--- config.mk ---
export PLATFORM = sky130hd
export DESIGN_NAME = aes_decrypt_ctrl
export DESIGN_NICKNAME = d
export VERILOG_FILES = /design/src/rtl/aes_decrypt_ctrl.sv
export SDC_FILE = /design/constraint.sdc
export NUM_CORES = 1
export LEC_CHECK = 0
export ABC_AREA = 1
export CORE_AREA = 2 2 39 41
export DETAILED_ROUTE_END_ITERATION = 16
export DIE_AREA = 0 0 41 43
export GPL_TIMING_DRIVEN = 1
export PLACE_DENSITY_LB_ADDON = 0.08
export SYNTH_ARGS = -nofsm -noshare
export SYNTH_HDL_FRONTEND = slang
export SYNTH_SLANG_ARGS = --single-unit
--- constraint.sdc ---
create_clock -name clk -period 1.7 [get_ports clk]
set_clock_uncertainty 0.05 [all_clocks]
set_input_delay 0.255 -clock clk [delete_from_list [all_inputs] [get_ports clk]]
set_output_delay 0.255 -clock clk [all_outputs]
set_load 0.05 [all_outputs]
--- src/rtl/aes_decrypt_ctrl.sv ---
// Sequencing controller for an iterative AES decryption datapath: one load,
// NROUNDS-1 shared inverse rounds, one final round, then a held result.
module aes_decrypt_ctrl #(
    parameter int NROUNDS = 10
) (
    input  logic       clk,
    input  logic       rst,
    input  logic       in_valid,
    output logic       in_ready,
    input  logic       abort,
    output logic       ld_en,
    output logic       round_en,
    output logic       final_en,
    output logic [3:0] rc,
    output logic       busy,
    output logic       out_valid,
    input  logic       out_ready
);

    typedef enum logic [1:0] {IDLE, ROUND, FINAL, HOLD} state_t;

    localparam logic [3:0] RC_START = 4'(NROUNDS - 1);

    state_t     state, state_nx;
    logic [3:0] cnt, cnt_nx;

    always_ff @(posedge clk or posedge rst) begin
        if (rst) begin
            state <= IDLE;
            cnt   <= 4'd0;
        end else begin
            state <= state_nx;
            cnt   <= cnt_nx;
        end
    end

    always_comb begin
        state_nx  = state;
        cnt_nx    = cnt;
        in_ready  = 1'b0;
        ld_en     = 1'b0;
        round_en  = 1'b0;
        final_en  = 1'b0;
        rc        = 4'd0;
        busy      = 1'b1;
        out_valid = 1'b0;
        case (state)
            IDLE: begin
                busy     = 1'b0;
                in_ready = 1'b1;
                cnt_nx   = 4'd0;
                // ld_en is combinational on in_valid, so gate it while reset is held
                if (in_valid && !rst) begin
                    ld_en    = 1'b1;
                    state_nx = ROUND;
                    cnt_nx   = RC_START;
                end
            end
            ROUND: begin
                round_en = 1'b1;
                rc       = cnt;
                if (abort) begin
                    state_nx = IDLE;
                    cnt_nx   = 4'd0;
                end else if (cnt <= 4'd1) begin
                    // <= rather than == keeps a corrupted zero count from wrapping
                    state_nx = FINAL;
                    cnt_nx   = 4'd0;
                end else begin
                    cnt_nx = cnt - 4'd1;
                end
            end
            FINAL: begin
                final_en = 1'b1;
                cnt_nx   = 4'd0;
                state_nx = abort ? IDLE : HOLD;
            end
            HOLD: begin
                out_valid = 1'b1;
                cnt_nx    = 4'd0;
                if (abort || out_ready) state_nx = IDLE;
            end
            default: begin
                busy     = 1'b0;
                state_nx = IDLE;
                cnt_nx   = 4'd0;
            end
        endcase
    end

endmodule

==> results.toml <==
[outcome]
status = "completed"

[final_layout]
nets = 85
drive_gt1_frac = 0.237
syn2layout_area_growth_pct = 76.3
fillCellCount = 139
antennaDiodeCount = 0
fin_area_um2 = 688

[sta]
rsz0062_at_grt = "no"
layout_min_cycle_time_ns = 1.60
slew_headroom = 0.817
finalSetupViolations = 0
worst_pin_slew_ns = 0.274
hold_viol_final = 0
clock.fmax_mhz = 623
slew_viol_final = 0
fin_ws_ns = 0.0955
fin_hold_ws_ns = 0.144
post-route-period-util = 0.944
fin_tns_setup_ns = 0

[global_routing]
grt.met3_usage = 0.0209
grt_first_pass_wirelength_um = 1420
grt_util_met1 = 0.172
grt_max_degree = 8
grtUsageMet2 = 0.147
top_usage_layer = "met1"
first_global_vias = 350
grt_antenna_before_repair = 0
overflow = 0
grt_usage = 0.120

[worst_setup_path]
crit_path_cell_trace = "nor2_4 > nand3_1 > inv_1 > buf_12"
crit_path_start_kind = "register"
worstSetupPathType = "register to output port"
setup.worst_path.end_class = "output port"
arrival_ns = 1.30
path_buf_inv = 2
crit_family = "flip-flops"
cp_max_fo = 6
required_ns = 1.39
cpMaxStageDelayCell = "dfrtp_1"
cpPeakStageDelay_ns = 0.47

[floorplanning]
io_pins = 15
die_area_um2 = 1760
initial_core_util = 0.282
core_um2 = 1380
chipHeight_um = 43
die_w_um = 41
rows = 14

[drt]
firstDrtPassIters = 4
drt-initial-drc-count = 3
drc_errors = 0
vias_per_cell = 4.21
wl_um = 810
vias = 387
drtAntennaViolNets = 0
post_drt_wl_per_cell_um = 8.80

[clock_network]
cts_tree = "built"
cts_buffers = 3
ctsHtreeMaxLevel = 1
cts_setup_buffers = 0
ctsHoldBuffers = 0
clock_latency_ns = 0.24
clk_path_buf_depth = 2
ctsResizeCount = 0
clock-sinks = 6
cts_root_buf = "clkbuf_4"
clk_pin_slew_worst_paths_ns = 0.04

[synth]
synth_top_cells_by_area = "dfrtp_1, nand2_1, inv_1, nor2_1, ha_1"
synthesis.area_um2 = 390
yosys.area.top_type = "dfrtp_1"
yosys_warnings = 0
synth_seq_area_share = 0.385
syn-num-nets = 65
ys_top_cells_by_count = "nand2_1, inv_1, nor2_1"
ys_types = 13
synthCells = 58
synth_edf_count = 0
synth.avg_cell_area_um2 = 6.73
synth.top_cell.area_share = 0.385
ys_ff_latch = 6
synthArstFlopShare = 1.00
yosysMostFrequentCell = "nand2_1"
ys.flop_type = "dfrtp_1"

[placement]
gp_congestion = 0.697
preCtsSetupSlack_ns = 0.215
dpl_cell_area_um2 = 666
portBuffers = 14

[worst_hold_path]
hp-class = "input pin to asynchronous set/reset pin"

[power]
clkPwrFrac = 0.082
powerDensity_nw_per_um2 = 2230
ir_worst_vdd_mv = 1.08
seq_power_share = 0.178
p_int_mw = 0.768
power.leakage_nw = 0.368
p_comb_frac = 0.740
switchingPower_mw = 0.764
sw_frac_of_total = 0.499

[flow_run]
max_cap_viol_count = 0
## worst register-to-register path, stage by stage, from the launching register on
cell and delay [ns]:
dfrtp_1 0.36, inv_1 0.09, ha_1 0.23, o21ai_0 0.20, nand2_2 0.14, nand3_1 0.12
nand2_1 0.06
## flip-flops by register name (all words and copies together) (netlist names)
register / count
state: 2
cnt: 4
## power groups by stage
| stage | registers (mW) | clock network (mW) | logic (mW) |
|---|---|---|---|
| finish | 0.273 | 0.126 | 1.13 |
| CTS | 0.271 | 0.136 | 1.15 |
| detailed placement | 0.273 | 0 | 1.14 |
| floorplan | 0.259 | 0 | 0.663 |
| global route | 0.281 | 0.139 | 1.22 |
| global placement | 0.274 | 0 | 1.14 |
## final cells by class
type	count	area, um2	area share
repair buffers	15	248	0.360
flip-flops and latches	6	150	0.218
multi-input cells	39	199	0.289
inverters	13	48.8	0.0709
clock buffers	3	22.5	0.0327
well taps	16	20.0	0.0291
## layer usage
layer | share of wire | routed length (um)
met5 | 0 | 0
met4 | 0 | 0
met3 | 0.043 | 35
met2 | 0.49 | 398
met1 | 0.46 | 375
## through the flow
step           total power, mW  utilization  std cells
3_3_place_gp              1.41        0.481         89
5_1_grt                   1.64        0.497         92
6_report                  1.53        0.497         92
4_1_cts                   1.55        0.497         92
3_5_place_dp              1.42        0.481         89
2_1_floorplan            0.922            -         58
## cell families after synthesis
kind of cell | Yosys count | synth area share
AND/OR/NAND/NOR | 33 | 0.365
buffers and inverters | 13 | 0.125
adder cells (fa/ha/maj) | 2 | 0.0641
flip-flops | 6 | 0.385
XOR/XNOR | 1 | 0.0224
AO/OA/AOI/OAI | 3 | 0.0385
## worst paths after layout
| path | cells past startpoint | from | to | slack [ns] |
|---|---|---|---|---|
| min reg2reg | 1 | cnt[0]$_DFF_PP0_ | cnt[0]$_DFF_PP0_ | 0.44 |
| max reg2reg | 6 | cnt[0]$_DFF_PP0_ | state[0]$_DFFE_PP0P_ | 0.34 |
| min in group clk | 1 | cnt[0]$_DFF_PP0_ | cnt[0]$_DFF_PP0_ | 0.44 |
| max | 4 | state[0]$_DFFE_PP0P_ | ld_en | 0.1 |
| max in group asynchronous | 3 | rst | cnt[1]$_DFF_PP0_ | 1.17 |
| min | 2 | rst | state[0]$_DFFE_PP0P_ | 0.14 |
## cells in the final DEF, fill, tap and decap left out, types with 2 or more instances in the layout
cell / count
ha_1: 2
nor2_1: 9
inv_1: 13
nand3_1: 4
o21ai_0: 2
nand2_2: 2
nand2_1: 14
dfrtp_1: 6
clkbuf_4: 3
clkdlybuf4s50_1: 4
buf_12: 10
(Power assumes the default switching activity.)
